--- src/rtl/hdc_assoc_pkg.sv ---
// rtl/hdc_assoc_pkg.sv - shared sizes and state encoding for the associative search engine
package hdc_assoc_pkg;

    localparam int FRAME_WIDTH = 64;
    localparam int NUM_FRAMES  = 3;
    localparam int NUM_CLASSES = 8;
    localparam int CLASS_ID_W  = 3;
    localparam int FRAME_IDX_W = 2;
    localparam int DIST_W      = 8;
    localparam int HV_WIDTH    = FRAME_WIDTH * NUM_FRAMES;
    localparam int CNT_W       = $clog2(FRAME_WIDTH + 1);

    typedef enum logic [1:0] {
        IDLE = 2'd0,
        SCAN = 2'd1,
        DONE = 2'd2
    } state_t;

endpackage

--- src/rtl/hvec_popcount.sv ---
// rtl/hvec_popcount.sv - combinational popcount of one frame as a binary adder tree
module hvec_popcount
    import hdc_assoc_pkg::*;
(
    input  logic [FRAME_WIDTH-1:0] vec,
    output logic [CNT_W-1:0]       count
);

    // Heap-ordered tree: leaves at [FRAME_WIDTH-1 ..], node i sums children 2i+1 and 2i+2.
    logic [CNT_W-1:0] node [0:2*FRAME_WIDTH-2];

    always_comb begin
        for (int i = 0; i < FRAME_WIDTH; i++) begin
            node[FRAME_WIDTH-1+i] = CNT_W'(vec[i]);
        end
        for (int i = FRAME_WIDTH - 2; i >= 0; i--) begin
            node[i] = node[2*i+1] + node[2*i+2];
        end
        count = node[0];
    end

endmodule

--- src/rtl/hvec_assoc_search.sv ---
// rtl/hvec_assoc_search.sv - scans all class hypervectors and returns the nearest by Hamming distance
module hvec_assoc_search
    import hdc_assoc_pkg::*;
(
    input  logic                   clk,
    input  logic                   rst_n,
    input  logic                   query_valid,
    output logic                   query_ready,
    input  logic [HV_WIDTH-1:0]    query_vec,
    output logic [CLASS_ID_W-1:0]  frame_id,
    output logic [FRAME_IDX_W-1:0] frame_index,
    input  logic [FRAME_WIDTH-1:0] class_vec_in,
    output logic                   result_valid,
    input  logic                   result_ready,
    output logic [CLASS_ID_W-1:0]  result_class,
    output logic [DIST_W-1:0]      result_dist
);

    localparam logic [FRAME_IDX_W-1:0] LAST_IDX = FRAME_IDX_W'(NUM_FRAMES - 1);
    localparam logic [CLASS_ID_W-1:0]  LAST_ID  = CLASS_ID_W'(NUM_CLASSES - 1);

    state_t                  state;
    logic [HV_WIDTH-1:0]     query_q;
    logic [DIST_W-1:0]       acc;
    logic [DIST_W-1:0]       best_dist;
    logic [CLASS_ID_W-1:0]   best_class;
    logic [FRAME_WIDTH-1:0]  query_frame;
    logic [FRAME_WIDTH-1:0]  diff;
    logic [CNT_W-1:0]        pop;
    logic [DIST_W-1:0]       acc_next;
    logic                    new_best;

    assign query_ready = (state == IDLE);
    assign query_frame = query_q[frame_index*FRAME_WIDTH +: FRAME_WIDTH];
    assign diff        = query_frame ^ class_vec_in;
    assign acc_next    = acc + DIST_W'(pop);
    assign new_best    = (acc_next < best_dist);

    hvec_popcount u_popcount (
        .vec   (diff),
        .count (pop)
    );

    always_ff @(posedge clk or negedge rst_n) begin
        if (!rst_n) begin
            state        <= IDLE;
            query_q      <= '0;
            frame_id     <= '0;
            frame_index  <= '0;
            acc          <= '0;
            best_dist    <= '0;
            best_class   <= '0;
            result_valid <= 1'b0;
            result_class <= '0;
            result_dist  <= '0;
        end else begin
            case (state)
                IDLE: begin
                    if (query_valid) begin
                        query_q     <= query_vec;
                        frame_id    <= '0;
                        frame_index <= '0;
                        acc         <= '0;
                        best_dist   <= '1;
                        best_class  <= '0;
                        state       <= SCAN;
                    end
                end
                SCAN: begin
                    if (frame_index < LAST_IDX) begin
                        acc         <= acc_next;
                        frame_index <= frame_index + 1'b1;
                    end else begin
                        if (new_best) begin
                            best_dist  <= acc_next;
                            best_class <= frame_id;
                        end
                        acc         <= '0;
                        frame_index <= '0;
                        if (frame_id == LAST_ID) begin
                            // Fold the last class's compare into the result load on this edge.
                            result_class <= new_best ? frame_id : best_class;
                            result_dist  <= new_best ? acc_next : best_dist;
                            result_valid <= 1'b1;
                            state        <= DONE;
                        end else begin
                            frame_id <= frame_id + 1'b1;
                        end
                    end
                end
                DONE: begin
                    if (result_ready) begin
                        result_valid <= 1'b0;
                        frame_id     <= '0;
                        state        <= IDLE;
                    end
                end
                default: state <= IDLE;
            endcase
        end
    end

endmodule

--- config.mk ---
export PLATFORM = sky130hd
export DESIGN_NAME = hvec_assoc_search
export DESIGN_NICKNAME = d
export VERILOG_FILES = /design/src/rtl/hdc_assoc_pkg.sv /design/src/rtl/hvec_popcount.sv /design/src/rtl/hvec_assoc_search.sv
export SDC_FILE = /design/constraint.sdc
export NUM_CORES = 1
export LEC_CHECK = 0
export ABC_AREA = 1
export ABC_CLOCK_PERIOD_IN_PS = 8260
export BUFFER_PORTS_ARGS = -buffer_cell sky130_fd_sc_hd__buf_2
export CORE_MARGIN = 2
export CORE_UTILIZATION = 35
export CTS_BUF_LIST = sky130_fd_sc_hd__clkbuf_8
export CTS_CLUSTER_SIZE = 40
export DETAILED_ROUTE_END_ITERATION = 8
export PLACE_DENSITY = 0.67
export SLEW_MARGIN = 0
export SYNTH_ARGS = -nofsm -noshare
export SYNTH_HDL_FRONTEND = slang
export SYNTH_SLANG_ARGS = --single-unit
--- constraint.sdc ---
create_clock -name clk -period 8.26 [get_ports clk]
set_input_delay 2.478 -clock clk [delete_from_list [all_inputs] [get_ports clk]]
set_output_delay 2.478 -clock clk [all_outputs]
set_load 0.005 [all_outputs]
==> impl_metrics.ini, run 1 <==
[timing]
min_period_ps = 8997
slew_violations = 0
post-route-period-util = 1.089
rsz0062_at_grt = true
finalHoldViolCount = 0
setup_viol_count_final = 24
tns_ps = -15900
slew_headroom = 0.3266
worst_pin_slew_ps = 1010
post-route-worst-setup-slack_ps = -737.4
finClkSkew_ps = 15.14
fmax_mhz = 111.1

[worst_setup_path]
rr_worst_depth = 41
cp_slowest_cell = fa_1
cp.arrival_ps = 9470
cpMostUsedCell = inv_1
required_ps = 8730
critPathMaxFanout = 5
reg2reg_to = best_dist[1]
cp-start-kind = input port
ff2ff_setup_slack_ps = -30
end_kind = flip-flop
slowest_delay_ps = 560
crit_type = input port to flip-flop
r2r_start = frame_index[0]

[logic_synthesis]
yosysSeqAreaShare = 0.4250
synth_area_um2 = 13540
yosys_warnings = 0
syn-num-nets = 2062
ys_ff_latch = 230
synth.avg_cell_area_um2 = 8.051
syn-instance-count = 1682
synth.distinct_cells = 25

[grt]
grt_max_degree = 131
track_usage = 0.1983
grt_pass1_vias = 12330
grt_overflow = 0
antenna_found_initial = 6
grt_pass1_wl_um = 63760

[clock_network]
cts_tree = built
htree_num_levels = 2
cts_buffers = 44
clkSlewWorstSetupHoldPaths_ps = 50
clock_latency_ps = 600
hold_buffers = 0
cts.path.max_buffers = 3
cts_root_buf = clkbuf_8
cts.sinks = 230

[floorplan]
dieHeight_um = 200.7
pin_count = 278
start_util = 0.3529
placementRows = 72
die_w_um = 200.7
placeableCoreArea_um2 = 38380
dieArea_um2 = 40280

[place]
place_congestion = 0.8240
dp_hpwl_um = 28030
place.port_buffers = 277

[routing]
first_iter_violations = 768
vias_per_cell = 4.718
vias = 12030
drt-wirelength-per-cell_um = 15.79
totalWireLength_um = 40250
ant_nets = 0
drc = 0
first_pass_iters = 5

[hold_path]
hold_path_class = flip-flop to flip-flop
hold_depth = 2
worstHoldStart = result_dist[5]
min_to = result_dist[5]

[final_layout]
nets = 2376
drive_above_1_share = 0.2817
areaGrowthSynthToFinish_pct = 29.97

[outcome]
violations = negative setup slack
status = finished, violations left

[flow_run]
max_cap_violations = 0
-- layout by cell type, fill, tap and decap left out, types with 2 or more instances in the layout --
cell type and instances:
o211ai_1 2, ha_1 39, ha_2 8, a21oi_1 6
buf_6 28, xor2_1 48, buf_4 54, nand3_2 13
o21ai_0 6, nor2_4 3, fa_1 39, dfrtp_1 229
nor2_1 7, inv_2 33, fa_2 22, xor2_4 4
inv_1 129, nor2_2 3, nand2_8 2, diode_2 4
o21ai_1 4, o21ai_2 2, clkbuf_8 53, a21o_1 2
nand3_1 216, nand2_1 727, nand3_4 3, buf_8 3
a21oi_4 2, nand2_2 20, nand2_4 10, ha_4 12
buf_12 7, xor2_2 15, buf_2 258, a21oi_2 4
clkinv_2 2, clkinvlp_4 2
-- worst max-delay path by stage --
stage | startpoint | endpoint | slack (ps) | cells after the start
6_report | class_vec_in[33] | best_class[2] | -740 | 36
4_1_cts | class_vec_in[25] | best_dist[7] | -680 | 38
5_1_grt | class_vec_in[60] | best_dist[6] | -1020 | 38
3_5_place_dp | class_vec_in[17] | best_dist[7] | -1720 | 39
2_1_floorplan | class_vec_in[25] | best_dist[4] | -910 | 39
3_3_place_gp | class_vec_in[17] | best_dist[6] | -1630 | 39
-- flip-flops by register name, summed over array words and instances (netlist names) --
signal        cells
frame_index       2
state             2
best_dist         8
result_dist       8
result_valid      1
frame_id          3
query_q         192
best_class        3
acc               8
result_class      3
-- cells by family after synthesis --
logic type               count (synthesis)  synth area share
AND/OR/NAND/NOR                       1003            0.3017
flip-flops                             230            0.4250
buffers and inverters                  229           0.07142
adder cells (fa/ha/maj)                120            0.1447
XOR/XNOR                                69           0.04463
AO/OA/AOI/OAI                           31           0.01257
-- critical path: cells and delay by family --
kind	cells	cell delay, ps
adder cells (fa/ha/maj)	11	4460
XOR/XNOR	2	300
AND/OR/NAND/NOR	9	670
buffers and inverters	9	750
AO/OA/AOI/OAI	5	790
-- final cells by class --
class,instances,area [µm²]
tap,518,648.1
multi-input combinational,1224,7570
fill,3801,20780
inverter,146,563.0
sequential,230,5757
clock buffer,53,729.5
antenna,4,10.01
timing repair buffer,350,2197
clock inverter,24,126.4
-- per-stage QoR --
stage	util	std cells	worst slack [ps]	hold slack (ps)	instance area [µm²]
2_1_floorplan	-	1682	-912.5	449.2	13650
3_3_place_gp	0.4117	2451	-1632	461.7	15800
3_5_place_dp	0.4117	2451	-1720	462.7	15800
4_1_cts	0.4457	2536	-675.2	476.3	17110
5_1_grt	0.4586	2549	-1018	494.3	17600
6_report	0.4586	2549	-737.4	472.8	17600
-- routing by layer --
metal / vias to the layer above / GRT usage / wire, µm
met2: 365 / 0.3302 / 19620
met1: 5773 / 0.2594 / 17350
met3: 67 / 0.03734 / 2275
met4: 4 / 0.06905 / 981
li1: 5818 / - / -
met5: - / 0 / 21
-- timing repair --
| item | CTS | global route |
|---|---|---|
| gates resized for setup | 85 | 90 |
| endpoints found under the setup margin | 26 | 27 |
| pin swaps | 39 | 54 |
| buffers inserted | 14 | 8 |
| gates cloned | 0 | 1 |
-- cells in the mapped netlist --
master	count	area share
a21o_1	2	0.0011
a21oi_1	12	0.0044
a31oi_1	1	0.00046
buf_1	2	0.00055
buf_2	50	0.018
buf_4	12	0.0067
clkbuf_1	19	0.0053
dfrtp_1	230	0.43
fa_1	61	0.090
ha_1	59	0.055
inv_1	140	0.039
inv_2	6	0.0017
nand2_1	755	0.21
nand2_2	3	0.0014
nand3_1	232	0.086
nor2_1	8	0.0022
nor2_2	3	0.0014
nor2_4	2	0.0017
o211ai_1	2	0.0011
o21ai_0	11	0.0041
o21ai_1	1	0.00037
o21bai_1	1	0.00055
o22ai_1	1	0.00046
xnor2_1	2	0.0013
xor2_1	67	0.043
Power of run 1 is left out: the tool's default activity adds up to more than one toggle a clock period on the data nets, which glitch-free logic cannot reach.
==> run 2, diff against run 1 <==
--- a/config.mk
+++ b/config.mk
@@ -8,12 +8,14 @@
 export ABC_AREA = 1
 export ABC_CLOCK_PERIOD_IN_PS = 8260
 export BUFFER_PORTS_ARGS = -buffer_cell sky130_fd_sc_hd__buf_2
+export CAP_MARGIN = 10
 export CORE_MARGIN = 2
 export CORE_UTILIZATION = 35
 export CTS_BUF_LIST = sky130_fd_sc_hd__clkbuf_8
+export CTS_CLUSTER_DIAMETER = 150
 export CTS_CLUSTER_SIZE = 40
 export DETAILED_ROUTE_END_ITERATION = 8
-export PLACE_DENSITY = 0.67
+export PLACE_DENSITY = 0.59
 export SLEW_MARGIN = 0
 export SYNTH_ARGS = -nofsm -noshare
 export SYNTH_HDL_FRONTEND = slang
==> run 2 against run 1 <==
The flow still finishes with violations (negative setup slack). Largest cell class unchanged. Critical endpoint is now best_class[1]. Maximum frequency up 0.36%. Final area fell by 6.6%. Via count down 4.2%.
==> impl_metrics.ini, run 2 (synthesis gave the netlist of run 1 again) <==
[place]
dp_hpwl_um = 27520
dp_cells = 2438
place_area_um2 = 15770
place_congestion = 0.8150
place.port_buffers = 277

[timing]
min_period_ps = 8965
post-route-worst-setup-slack_ps = -705.4
worst_pin_slew_ps = 1141
fmax_mhz = 111.5
post-route-period-util = 1.085
slew_violations = 0
rsz0062_at_grt = true
slew_headroom = 0.2395
finClkSkew_ps = 48.58
tns_ps = -14940
setup_viol_count_final = 22
whs_ps = 506.9
finalHoldViolCount = 0

[outcome]
status = finished, violations left
violations = negative setup slack

[worst_setup_path]
crit_start = class_vec_in[13]
critPathCapture = best_class[1]
rr_worst_depth = 37
crit_type = input port to flip-flop
cp.arrival_ps = 9450
end_kind = flip-flop
slowest_delay_ps = 590
cp_slowest_cell = fa_2
critPathMaxFanout = 6
ff2ff_setup_slack_ps = 90
cp-start-kind = input port
reg2reg_to = best_class[1]
r2r_start = frame_index[0]
required_ps = 8740

[floorplan]
die_w_um = 200.7
placeableCoreArea_um2 = 38380
dieArea_um2 = 40280
start_util = 0.3529
dieHeight_um = 200.7
pin_count = 278
placementRows = 72

[clock_network]
hold_buffers = 0
cts.path.max_buffers = 3
cts.sinks = 230
cts_root_buf = clkbuf_8
clock_latency_ps = 570
cts_buffers = 9
htree_num_levels = 1
cts_tree = built
clkSlewWorstSetupHoldPaths_ps = 230

[final_layout]
final_area_um2 = 16430
fillCellCount = 3962
nets = 2317
top_register = query_q
areaGrowthSynthToFinish_pct = 21.36
final_cells = 2462
final_cell_mix = nand2_1, buf_2, dfrtp_1
drive_above_1_share = 0.2395
layout_commonest_cell = nand2_1
largest_reg_flops = 192

[grt]
track_usage = 0.1892
grt_overflow = 0
grt_pass1_vias = 11910
grt_max_degree = 127
antenna_found_initial = 10
grt_pass1_wl_um = 61930

[routing]
drc = 0
first_pass_iters = 5
vias = 11520
ant_nets = 0
first_iter_violations = 681
totalWireLength_um = 38110
vias_per_cell = 4.678
drt-wirelength-per-cell_um = 15.48

[hold_path]
hold_path_class = flip-flop to flip-flop

[flow_run]
max_cap_violations = 0
run 2: changes by cell type in the layout (fill, tap and decap cells not counted), moves of 6 or more:
cell and change:
buf_6 -14, inv_2 -14, buf_2 +9, buf_4 -20
nand2_2 +10, ha_1 +12, nand2_1 -6, xor2_1 +9
clkbuf_8 -44, ha_2 -7
run 2: stage by stage:
step | util | setup WS, ps
6_report | 0.4282 | -705.4
5_1_grt | 0.4282 | -1039
4_1_cts | 0.4189 | -707.5
3_5_place_dp | 0.4108 | -1584
3_3_place_gp | 0.4108 | -1488
2_1_floorplan | - | -912.5
run 2: cell type report:
| type | instances | area (µm²) | share of cell area |
|---|---|---|---|
| clock buffer | 9 | 123.9 | 0.007537 |
| antenna | 7 | 17.52 | 0.001066 |
| clock inverter | 2 | 15.01 | 0.0009136 |
| multi-input combinational | 1223 | 7331 | 0.4461 |
| sequential | 230 | 5757 | 0.3503 |
| timing repair buffer | 327 | 1984 | 0.1207 |
| inverter | 146 | 558.0 | 0.03396 |
| tap | 518 | 648.1 | 0.03944 |
run 2: how the worst min path moves through the flow:
stage / cells past startpoint / to / start
after floorplan: 2 / query_q[128] / query_q[128]
after global placement: 2 / result_dist[3] / result_dist[3]
after CTS: 2 / query_q[185] / query_q[185]
final: 2 / query_q[120] / query_q[120]
after global routing: 2 / query_q[62] / query_q[62]
after detailed placement: 2 / result_class[2] / result_class[2]
run 2: per-layer routing:
layer,track usage,share of wire,vias up
met2,0.3219,0.48,282
met1,0.2594,0.46,5504
met5,0,0.00060,-
li1,-,-,5689
met3,0.02289,0.042,38
met4,0.04206,0.019,4
run 2: worst max-delay path: cells and delay by family:
kind,cells,cell delay (ps)
compound gates,5,750
xor+xnor,2,320
fa+ha+maj,12,4750
buf+inv,9,550
simple gates,7,580
run 2: repair_timing:
item / in CTS / in global routing
gates cloned: 0 / 0
setup endpoints to repair: 23 / 27
pin swaps: 24 / 29
resized for setup: 37 / 65
buffers inserted: 1 / 5
Power of run 2 is left out for the same reason.
==> run 3, diff against run 2 <==
--- a/config.mk
+++ b/config.mk
@@ -5,7 +5,7 @@
 export SDC_FILE = /design/constraint.sdc
 export NUM_CORES = 1
 export LEC_CHECK = 0
-export ABC_AREA = 1
+export ABC_AREA = 0
 export ABC_CLOCK_PERIOD_IN_PS = 8260
 export BUFFER_PORTS_ARGS = -buffer_cell sky130_fd_sc_hd__buf_2
 export CAP_MARGIN = 10
==> run 3 against run 2 <==
The flow still finishes with violations (negative setup slack). Final area increased by 1.3%. Clock skew decreased by 24 ps. First-iteration DRC count decreased by 41%. Utilization increased by 1.5 points. Global-route usage decreased by 0.54 points. Maximum frequency decreased by 2.8%. Cell count decreased by 5.4%. Non-clock buffer count increased by 30. Synthesized area decreased by 1.5%. Setup slack got worse by 260 ps. Flip-flop and latch count unchanged. Critical endpoint is now best_dist[1]. Highest routed layer unchanged.
==> impl_metrics.ini, run 3 <==
[clock_network]
cts_root_buf = clkbuf_8
clock_latency_ps = 560
clkSlewWorstSetupHoldPaths_ps = 230
cts.sinks = 230
cts.path.max_buffers = 3
htree_num_levels = 1
cts_buffers = 9
cts_tree = built

[hold_path]
hold_path_class = flip-flop to flip-flop
hold_depth = 2

[grt]
track_usage = 0.1838
grt_overflow = 0
grt_pass1_wl_um = 57950
grt_pass1_vias = 10980
grt_max_degree = 133
antenna_found_initial = 4

[final_layout]
final_cell_mix = nand2_1, buf_2, dfrtp_1
areaGrowthSynthToFinish_pct = 24.83
fillCellCount = 3725
nets = 2194
layout_commonest_cell = nand2_1
top_register = query_q
final_cells = 2328
drive_above_1_share = 0.2784
largest_reg_flops = 192
final_area_um2 = 16650

[worst_setup_path]
rr_worst_depth = 35
slowest_delay_ps = 570
crit_type = input port to flip-flop
cp-start-kind = input port
critPathMaxFanout = 6
cp.arrival_ps = 9730
cp_slowest_cell = fa_2
required_ps = 8770
end_kind = flip-flop

[timing]
slew_violations = 0
finalHoldViolCount = 0
fmax_mhz = 108.4
post-route-worst-setup-slack_ps = -961.0
setup_viol_count_final = 22
finClkSkew_ps = 25.00
min_period_ps = 9221
slew_headroom = 0.3186
post-route-period-util = 1.116
worst_pin_slew_ps = 1022
rsz0062_at_grt = true

[routing]
drt-wirelength-per-cell_um = 15.49
drc = 0
vias_per_cell = 4.542
first_iter_violations = 399
ant_nets = 0
first_pass_iters = 5
totalWireLength_um = 36060
vias = 10570

[place]
dp_cells = 2310
place_congestion = 0.8168
dp_hpwl_um = 27210
place_area_um2 = 15840
dp_slack_ps = -1728
place.port_buffers = 277

[floorplan]
dieArea_um2 = 39690
placementRows = 71
placeableCoreArea_um2 = 37580
dieHeight_um = 199.2
start_util = 0.3550
pin_count = 278
die_w_um = 199.2

[logic_synthesis]
ys_ff_latch = 230
synth_area_leaders = dfrtp_1, nand2_1, fa_1, mux2i_1, ha_1
synth-main-ff-cell = dfrtp_1
synth_area_um2 = 13340
syn-num-nets = 1898
synth.avg_cell_area_um2 = 8.787
synthXorXnorAreaFrac = 0.04728
yosysSeqAreaShare = 0.4315
yosysMostFrequentCell = nand2_1
yosys_warnings = 0
yosysTopAreaCell = dfrtp_1
syn-instance-count = 1518
yosys.area_share.simple = 0.2057
async_flop_share = 1.000
synth_compound_area_frac = 0.05412
synthMuxAreaShare = 0.05637
synth.distinct_cells = 40
synth_common_cells = nand2_1, dfrtp_1, inv_1
synth_top_area_share = 0.4315
synth_edf_count = 0
synthAdderAreaFrac = 0.1469
synth_top_family_by_area = simple AND/OR/NAND/NOR gates

[outcome]
status = finished, violations left
violations = negative setup slack

[flow_run]
max_cap_violations = 0
## run 3: cell types whose count changed in the layout (fill, tap and decap cells not counted), moves of 14 or more
| cell | change |
|---|---|
| nor2_1 | +72 |
| buf_4 | +34 |
| nand2_2 | -27 |
| xor2_1 | -54 |
| a21oi_1 | +63 |
| nand2_1 | -109 |
| xnor2_2 | +28 |
| mux2i_1 | +71 |
| xnor2_1 | +32 |
| inv_1 | -49 |
| nand3_1 | -218 |
| o21ai_1 | +14 |
## run 3: kinds of logic after synthesis
| kind of cell | count (synthesis) |
|---|---|
| xor+xnor | 72 |
| flops | 230 |
| fa+ha+maj | 120 |
| buf+inv | 178 |
| simple gates | 717 |
| mux | 75 |
| compound gates | 126 |
## run 3: routing by layer
| metal | global-route usage | routed length, µm | vias up |
|---|---|---|---|
| met3 | 0.02262 | 1400 | 36 |
| met1 | 0.2580 | 16550 | 5034 |
| met4 | 0.03897 | 752 | 2 |
| met5 | 0 | 13 | - |
| met2 | 0.3051 | 17340 | 215 |
| li1 | - | - | 5287 |
## run 3: what timing repair did
action,4_1_cts,5_1_grt
pin swaps,24,54
resized for setup,68,66
gates cloned,1,1
buffers inserted,1,2
endpoints found under the setup margin,25,26
hold buffers,0,0
## run 3: final cells by class
class,instances,area (µm²),share of cell area
well taps,511,639.4,0.03840
multi-input cells,1110,7470,0.4486
clock buffers,10,137.6,0.008266
flip-flops and latches,230,5763,0.3461
repair buffers,357,2227,0.1338
clock inverters,1,8.758,0.0005260
diodes,3,7.507,0.0004509
inverters,106,397.9,0.02390
## run 3: worst paths after layout
path	from	end	slack, ps
max	class_vec_in[26]	best_dist[1]	-960
max reg2reg	frame_index[0]	best_dist[1]	-480
min reg2reg	query_q[149]	query_q[149]	500
max in group asynchronous	rst_n	query_q[13]	5230
min in group asynchronous	rst_n	result_class[0]	1860
min	query_q[149]	query_q[149]	500
## run 3: through the flow
stage	setup TNS (ps)	utilization	hold WS (ps)
2_1_floorplan	-24230	-	445.0
3_3_place_gp	-38730	0.4216	457.1
3_5_place_dp	-40530	0.4216	461.1
4_1_cts	-18960	0.4332	509.8
5_1_grt	-25110	0.4430	528.4
6_report	-19940	0.4431	501.9
## run 3: worst max-delay path: cells and delay by family
| family | cells | cell delay [ps] |
|---|---|---|
| fa+ha+maj | 11 | 4660 |
| compound gates | 7 | 1220 |
| buf+inv | 10 | 980 |
| xor+xnor | 2 | 340 |
| simple gates | 1 | 40 |
Power of run 3 is left out for the same reason.
